--- src/rtl/f2s_pkg.sv ---
// Shared definitions for the fast-to-slow counter crossing: monitor state encoding,
// default widths and the gray-to-binary conversion used on both sides.
package f2s_pkg;

    localparam int unsigned DEFAULT_WIDTH     = 4;
    localparam int unsigned DEFAULT_ACC_WIDTH = 16;

    typedef enum logic [1:0] {
        S_FILL,
        S_PRIME,
        S_RUN
    } state_e;

    // Operates on a zero-extended 32-bit word; callers truncate to their width.
    function automatic logic [31:0] gray2bin(input logic [31:0] g);
        logic [31:0] b;
        b[31] = g[31];
        for (int unsigned i = 0; i < 31; i++) begin
            b[30-i] = b[31-i] ^ g[30-i];
        end
        return b;
    endfunction

endpackage

--- src/rtl/sync_ff_chain.sv ---
// Multi-bit flop chain synchronizer with asynchronous active-low reset.
module sync_ff_chain #(
    parameter int unsigned WIDTH = 1,
    parameter int unsigned DEPTH = 2
) (
    input  logic             clk,
    input  logic             rst_n,
    input  logic [WIDTH-1:0] d,
    output logic [WIDTH-1:0] q
);

    logic [WIDTH-1:0] stage_q [DEPTH];
    logic [WIDTH-1:0] stage_d [DEPTH];

    always_comb begin
        stage_d[0] = d;
        for (int unsigned i = 1; i < DEPTH; i++) begin
            stage_d[i] = stage_q[i-1];
        end
    end

    always_ff @(posedge clk or negedge rst_n) begin
        if (!rst_n) begin
            for (int unsigned i = 0; i < DEPTH; i++) begin
                stage_q[i] <= '0;
            end
        end else begin
            for (int unsigned i = 0; i < DEPTH; i++) begin
                stage_q[i] <= stage_d[i];
            end
        end
    end

    assign q = stage_q[DEPTH-1];

endmodule

--- src/rtl/f2s_count_monitor.sv ---
// Slow-domain monitor of a gray-coded fast counter: synchronizes, converts to binary,
// issues per-cycle increments and keeps a saturating event total with sticky error flags.
module f2s_count_monitor
    import f2s_pkg::*;
#(
    parameter int unsigned WIDTH       = DEFAULT_WIDTH,
    parameter int unsigned SYNC_STAGES = 2,
    parameter int unsigned MAX_STEP    = 3,
    parameter int unsigned ACC_WIDTH   = DEFAULT_ACC_WIDTH
) (
    input  logic                 clk,
    input  logic                 reset,
    input  logic [WIDTH-1:0]     gray_in,
    input  logic                 clear,
    output logic [WIDTH-1:0]     bin_out,
    output logic [WIDTH-1:0]     delta_out,
    output logic                 delta_valid,
    output logic [ACC_WIDTH-1:0] total_out,
    output logic                 step_err,
    output logic                 acc_ovf
);

    localparam int unsigned CNT_W = $clog2(SYNC_STAGES + 1);
    localparam int unsigned SUM_W = ACC_WIDTH + 1;

    logic [WIDTH-1:0] sync_gray;

    sync_ff_chain #(
        .WIDTH(WIDTH),
        .DEPTH(SYNC_STAGES)
    ) u_sync (
        .clk  (clk),
        .rst_n(reset),
        .d    (gray_in),
        .q    (sync_gray)
    );

    state_e               state_q, state_d;
    logic [CNT_W-1:0]     fill_cnt_q, fill_cnt_d;
    logic [WIDTH-1:0]     bin_q, bin_d;
    logic [WIDTH-1:0]     prev_q, prev_d;
    logic [WIDTH-1:0]     delta_q, delta_d;
    logic                 valid_q, valid_d;
    logic [ACC_WIDTH-1:0] total_q, total_d;
    logic                 step_err_q, step_err_d;
    logic                 acc_ovf_q, acc_ovf_d;
    logic [WIDTH-1:0]     delta;
    logic [SUM_W-1:0]     sum;

    always_comb begin
        bin_d      = WIDTH'(gray2bin(32'(sync_gray)));
        delta      = bin_q - prev_q;
        sum        = {1'b0, total_q} + SUM_W'(delta);
        state_d    = state_q;
        fill_cnt_d = fill_cnt_q;
        prev_d     = prev_q;
        delta_d    = '0;
        valid_d    = 1'b0;
        total_d    = total_q;
        step_err_d = step_err_q;
        acc_ovf_d  = acc_ovf_q;

        case (state_q)
            S_FILL: begin
                if (fill_cnt_q == CNT_W'(SYNC_STAGES)) begin
                    state_d = S_PRIME;
                end else begin
                    fill_cnt_d = fill_cnt_q + 1'b1;
                end
            end
            S_PRIME: begin
                prev_d  = bin_q;
                state_d = S_RUN;
            end
            S_RUN: begin
                prev_d  = bin_q;
                delta_d = delta;
                if (delta != '0) begin
                    valid_d = 1'b1;
                    if (sum[ACC_WIDTH]) begin
                        total_d   = '1;
                        acc_ovf_d = 1'b1;
                    end else begin
                        total_d = sum[ACC_WIDTH-1:0];
                    end
                end
                if (delta > WIDTH'(MAX_STEP)) begin
                    step_err_d = 1'b1;
                end
            end
            default: state_d = S_FILL;
        endcase

        // Clear overrides any delta this cycle and re-primes so prev re-bases.
        if (clear && state_q != S_FILL) begin
            total_d    = '0;
            step_err_d = 1'b0;
            acc_ovf_d  = 1'b0;
            valid_d    = 1'b0;
            delta_d    = '0;
            state_d    = S_PRIME;
        end
    end

    always_ff @(posedge clk or negedge reset) begin
        if (!reset) begin
            state_q    <= S_FILL;
            fill_cnt_q <= '0;
            bin_q      <= '0;
            prev_q     <= '0;
            delta_q    <= '0;
            valid_q    <= 1'b0;
            total_q    <= '0;
            step_err_q <= 1'b0;
            acc_ovf_q  <= 1'b0;
        end else begin
            state_q    <= state_d;
            fill_cnt_q <= fill_cnt_d;
            bin_q      <= bin_d;
            prev_q     <= prev_d;
            delta_q    <= delta_d;
            valid_q    <= valid_d;
            total_q    <= total_d;
            step_err_q <= step_err_d;
            acc_ovf_q  <= acc_ovf_d;
        end
    end

    assign bin_out     = bin_q;
    assign delta_out   = delta_q;
    assign delta_valid = valid_q;
    assign total_out   = total_q;
    assign step_err    = step_err_q;
    assign acc_ovf     = acc_ovf_q;

endmodule

--- config.mk ---
export PLATFORM = sky130hd
export DESIGN_NAME = f2s_count_monitor
export DESIGN_NICKNAME = d
export VERILOG_FILES = /design/src/rtl/f2s_pkg.sv /design/src/rtl/sync_ff_chain.sv /design/src/rtl/f2s_count_monitor.sv
export SDC_FILE = /design/constraint.sdc
export NUM_CORES = 1
export LEC_CHECK = 0
export BUFFER_PORTS_ARGS = -buffer_cell sky130_fd_sc_hd__buf_2
export CAP_MARGIN = 40
export CORE_MARGIN = 10
export CORE_UTILIZATION = 29
export CTS_CLUSTER_SIZE = 10
export DETAILED_ROUTE_END_ITERATION = 6
export SETUP_SLACK_MARGIN = 0.1
export SLEW_MARGIN = 20
export SYNTH_ARGS = -nofsm -noshare
export SYNTH_HDL_FRONTEND = slang
export SYNTH_SLANG_ARGS = --single-unit
--- constraint.sdc ---
create_clock -name clk -period 4.1 [get_ports clk]
set_input_delay 0 -clock clk [delete_from_list [all_inputs] [get_ports clk]]
set_output_delay 0 -clock clk [all_outputs]
set_load 0.02 [all_outputs]
== Word-level counts from Yosys, hierarchy flattened ==
Index checks and enable logic that the tools add are counted.
Operators by class
  reductions and logical operators: 14
  mux-type cells: 19
  bitwise logic cells: 4
  $add $sub $neg: 3
  $lt $le $gt $ge: 1
  equal/unequal tests: 5
Operators by type and width (count)
  $mux W16: 4
  $add A16 B4 Y17: 1
  $mux W1: 10
  $reduce_bool A2 Y1: 5
  $mux W4: 2
  $reduce_and A2 Y1: 4
  $pmux W2 S3: 1
  $eq A2 B2 Y1 const B: 2
  $gt A4 B2 Y1 const B: 1
  $mux W2: 2
  $reduce_bool A4 Y1: 1
  $sub A4 B4 Y4: 1
  $ne A3 B3 Y1 const B: 1
  $reduce_and A3 Y1: 1
  $xor A1 B1 Y1: 3
  $add A2 B1 Y2 const B: 1
  $eq A2 B1 Y1 const B: 1
  $logic_not A2 Y1: 1
  $ne A2 B2 Y1 const B: 1
  $reduce_or A2 Y1: 1
  $logic_and A1 B1 Y1: 1
  $not A1 Y1: 1
Word-level totals
  input port bits: 7
  word-level logic and storage cells: 57
  register bits after elaboration: 43
  output and inout bits: 27

== Depth between registers and ports, before layout ==
  depth in word-level cells: 6
  mapped depth: 13

== Hierarchy ==
A second synthesis with hierarchy kept.
Second synthesis, totals
  cell total of the unflattened synthesis: 203
  area, all modules: 2179.6 µm²
By module, submodules not included
  f2s_count_monitor: instances 1, area an instance 1979.4 µm², cells each 195
  sync_ff_chain: instances 1, area an instance 200.2 µm², cells each 8

== Worst setup path after synthesis ==
No wires, ideal clock.
  path kind: reg2reg
  start: register bin_q[0] (netlist: bin_out[0])
  end: register total_q[6] (netlist: total_out[6])
  setup time: 94 ps
  data required time: 4006 ps
  cell stages (with the launch flop): 14
  arrival: 3038 ps
  setup slack: 968 ps
  path buffers: 1
  clock period less this slack: 3132 ps
  cell sequence: dfrtp_1 inv_1 ha_1 inv_1 fa_1 xnor2_1 inv_1 ha_1 nor2b_1 o31ai_1 or4_4 buf_6 and4_1 a211oi_1
Between the ends
  longest elaborated chain between the ends: 6
  elaborated cells on any way between the ends: 9
Ends and longest elaborated chain
  start, declared: RTL line f2s_count_monitor.sv:40  | logic [WIDTH-1:0] bin_q, bin_d;
  start signal, assigned: RTL line f2s_count_monitor.sv:119  | bin_q <= bin_d;
  $sub A4 B4 Y4 (*): RTL line f2s_count_monitor.sv:52  | delta = bin_q - prev_q;
  $add A16 B4 Y17: RTL line f2s_count_monitor.sv:53  | sum = {1'b0, total_q} + SUM_W'(delta);
  $mux W16: RTL line f2s_count_monitor.sv:80  | if (sum[ACC_WIDTH]) begin
  $mux W16: RTL line f2s_count_monitor.sv:78  | if (delta != '0) begin
  $mux W16: RTL line f2s_count_monitor.sv:63  | case (state_q)
  $mux W16: RTL line f2s_count_monitor.sv:95  | if (clear && state_q != S_FILL) begin
  end signal, assigned: RTL line f2s_count_monitor.sv:123  | total_q <= total_d;
  end, declared: RTL line f2s_count_monitor.sv:44  | logic [ACC_WIDTH-1:0] total_q, total_d;
Every way passes the cells marked *; elsewhere a longest branch is shown, timed or not. The select of a mux whose other input is x is not followed.
A chain may end at the register's enable or synchronous reset.

== Worst setup path after layout ==
Ends and elaborated chain as after synthesis.

==> impl_metrics.csv <==
group,metric,value,unit
synthesis,netlist_area,2130,um2
sta,max_freq,306,MHz
min_path,hp-class,"in -> reg",
cells_and_area,final_common_cell,"dfrtp_1",
clock_network,cts-htree-levels,2,
min_path,min_path_cells,4,
sta,rsz0062_at_grt,"false",
cells_and_area,drive_above_1_share,21.4,%
cells_and_area,ff_latch_area,1080,um2
worst_setup_path,end_kind,"flop",
synthesis,seq_area_frac_synth,50.6,%
route,first_pass_iters,4,
cells_and_area,syn_to_final_growth,22.1,%
clock_network,numCtsBuffers,5,
die,die_h,106,um
sta,setup_viol,0,
global_routing,grt_pass1_wl,8500,um
sta,slew_viol_final,0,
die,die_area,11200,um2
power,leakagePower,1.24,nW
flow_run,maxCapViolations,0,
worst_setup_path,crit_type,"reg -> reg",
cells_and_area,fillCellCount,722,
worst_setup_path,max_stage_delay,0.57,ns
cells_and_area,fin_nets,267,
global_routing,grt_max_degree,33,
synthesis,synth_flop_cell,"dfrtp_1",
clock_network,clk_pin_slew,0.09,ns
worst_setup_path,cp_common_cell,"inv_1",
sta,fin_crit_sh,79.8,%
synthesis,synth_cell_types,42,
placement,port_buffers,33,
synthesis,synth_seq_cells,43,
global_routing,track_usage,9.25,%
die,fp-row-count,31,
power,vdd_ir_drop_max,0.261,mV
synthesis,synthArstFlopShare,100,%
sta,clock_skew,0.00192,ns
cells_and_area,multiInputGateArea,961,um2
route,drc,0,
sta,setup_tns,0,ns
global_routing,antenna_found_initial,0,
synthesis,synth.net_count,223,
sta,fin_crit,3.27,ns
route,wl_per_cell,14.2,um
placement,place_hpwl,3690,um
route,drt_wl_total,4930,um
sta,tightestPinTransition,0.582,ns
synthesis,syn_avg_cell_area,10.5,um2
power,power_density,635,nW/um2
sta,slew_headroom,60.8,%
synthesis,yosys_warnings,0,
die,coreArea,7180,um2
synthesis,synth_enable_flop_cells,0,
route,vias,1679,
sta,whs,0.0250,ns
route,vias_per_cell,4.84,
worst_setup_path,cp_cell_sequence,"inv_1 > ha_1 > inv_1 > fa_1 > xnor2_1 > inv_1 > ha_1 > nor2b_1 > o31ai_1 > or4_4 > and4_1 > a211oi_1",
cells_and_area,final_cell_mix,"43 x dfrtp_1, 34 x buf_2, 17 x inv_1",
worst_setup_path,crit_arrival,3.47,ns
global_routing,overflow,0,
die,pin_count,34,
cells_and_area,n_antenna_cell,0,
worst_setup_path,reg2reg_depth,12,
clock_network,cts.sinks,43,
route,drt_iter0_drc,63,
die,start_util,29.6,%
sta,hold_viol_final,0,
clock_network,max-clock-path-buffers,2,
worst_setup_path,startpoint_type,"flop",
worst_setup_path,slowest_stage,"or4_4",
die,die_w,106,um
synthesis,postSynthCellCount,203,
placement,routabilityCongestion,0.785,
worst_setup_path,cp.required,4.30,ns
worst_setup_path,cp_max_fo,8,
global_routing,grt_pass1_vias,1720,
clock_network,cts_resized,0,
route,antenna_left,0,
clock_network,clock_tree.root_cell,"clkbuf_8",
clock_network,tritoncts,"done",
outcome,status,"finished, final reports clean",
clock_network,clk_latency,0.29,ns
## final timing paths
path / startpoint / endpoint / slack, ns
setup / recovery: bin_out[0] / total_out[6] / 0.83
hold / removal: clear / state_q[1] / 0.02
setup reg to reg: bin_out[0] / total_out[6] / 0.83
hold reg to reg: u_sync.stage_d[1] / u_sync.q[1] / 0.35
max in group asynchronous: reset / state_q[0] / 3.52
min in group asynchronous: reset / u_sync.stage_d[1] / 0.12
## timing repair
action	4_1_cts	5_1_grt
buffers inserted	0	0
endpoints found under the hold margin	47	0
hold buffers	5	0
## through the flow
step | instance area [um2] | power [W] | util, % | worst slack [ns] | std cells
finish | 2600 | 0.00165 | 36.2 | 0.830 | 347
global route | 2600 | 0.00179 | 36.2 | 0.581 | 347
CTS | 2600 | 0.00167 | 36.2 | 0.825 | 347
floorplan | 2130 | 0.00111 | - | 0.968 | 203
detailed placement | 2430 | 0.00131 | 33.9 | 0.847 | 334
global placement | 2400 | 0.00130 | 33.5 | 1.00 | 332
## worst max-delay path, delay by kind of cell, from the launching register on
kind,cells,cell delay (ns)
flops,1,0.40
simple gates,3,1.04
fa+ha+maj,3,0.85
xor+xnor,1,0.26
buf+inv,3,0.21
compound gates,2,0.42
## registers in the layout (all words and copies together) (netlist names)
name / count
delta_valid: 1
bin_out: 4
total_out: 16
fill_cnt_q: 2
acc_ovf: 1
u_sync.q: 4
prev_q: 4
state_q: 2
u_sync.stage_d: 4
delta_out: 4
step_err: 1
## synthesized netlist by cell type, types with 7 or more instances
cell type	n	area (um2)
a21oi_1	9	45.0
and3_1	7	43.8
dfrtp_1	43	1080
ha_1	11	138
inv_1	17	63.8
nand2_1	9	33.8
nand3_1	9	45.0
nor2_1	13	48.8
nor3_1	9	45.0
o21ai_0	12	60.1
## logic make-up (layout without fill, tap and decap cells)
kind of cell	Yosys count	count (layout)	share of synthesized area [%]
simple gates	68	68	18.2
buf+inv	22	67	4.23
compound gates	48	48	14.7
xor+xnor	7	7	2.88
flops	43	43	50.6
fa+ha+maj	13	13	8.35
mux	2	2	1.06
## where the power goes
group / leakage, nW / switching [W] / internal, W
registers: 0.553 / 0.0000552 / 0.000512
logic: 0.627 / 0.000456 / 0.000285
clock network: 0.0587 / 0.000155 / 0.000185
total: 1.24 / 0.000667 / 0.000981
## per-layer routing
metal  vias to the layer above  share of wire [%]  global-route usage, %
met2                        33                 48                   15.1
met5                         -                  0                      0
met4                         0                1.1                   3.77
met1                       825                 47                   11.6
li1                        819                  -                      -
met3                         2                3.5                   2.01
## final cells by class
type / instances / share of cell area, %
Clock inverter: 3 / 1.83
Inverter: 17 / 2.46
Timing Repair Buffer: 42 / 9.83
Sequential cell: 43 / 41.4
Tap cell: 99 / 4.77
Clock buffer: 5 / 2.65
Multi-Input combinational cell: 138 / 37.0
No activity file was read; power rests on OpenSTA's default activity.
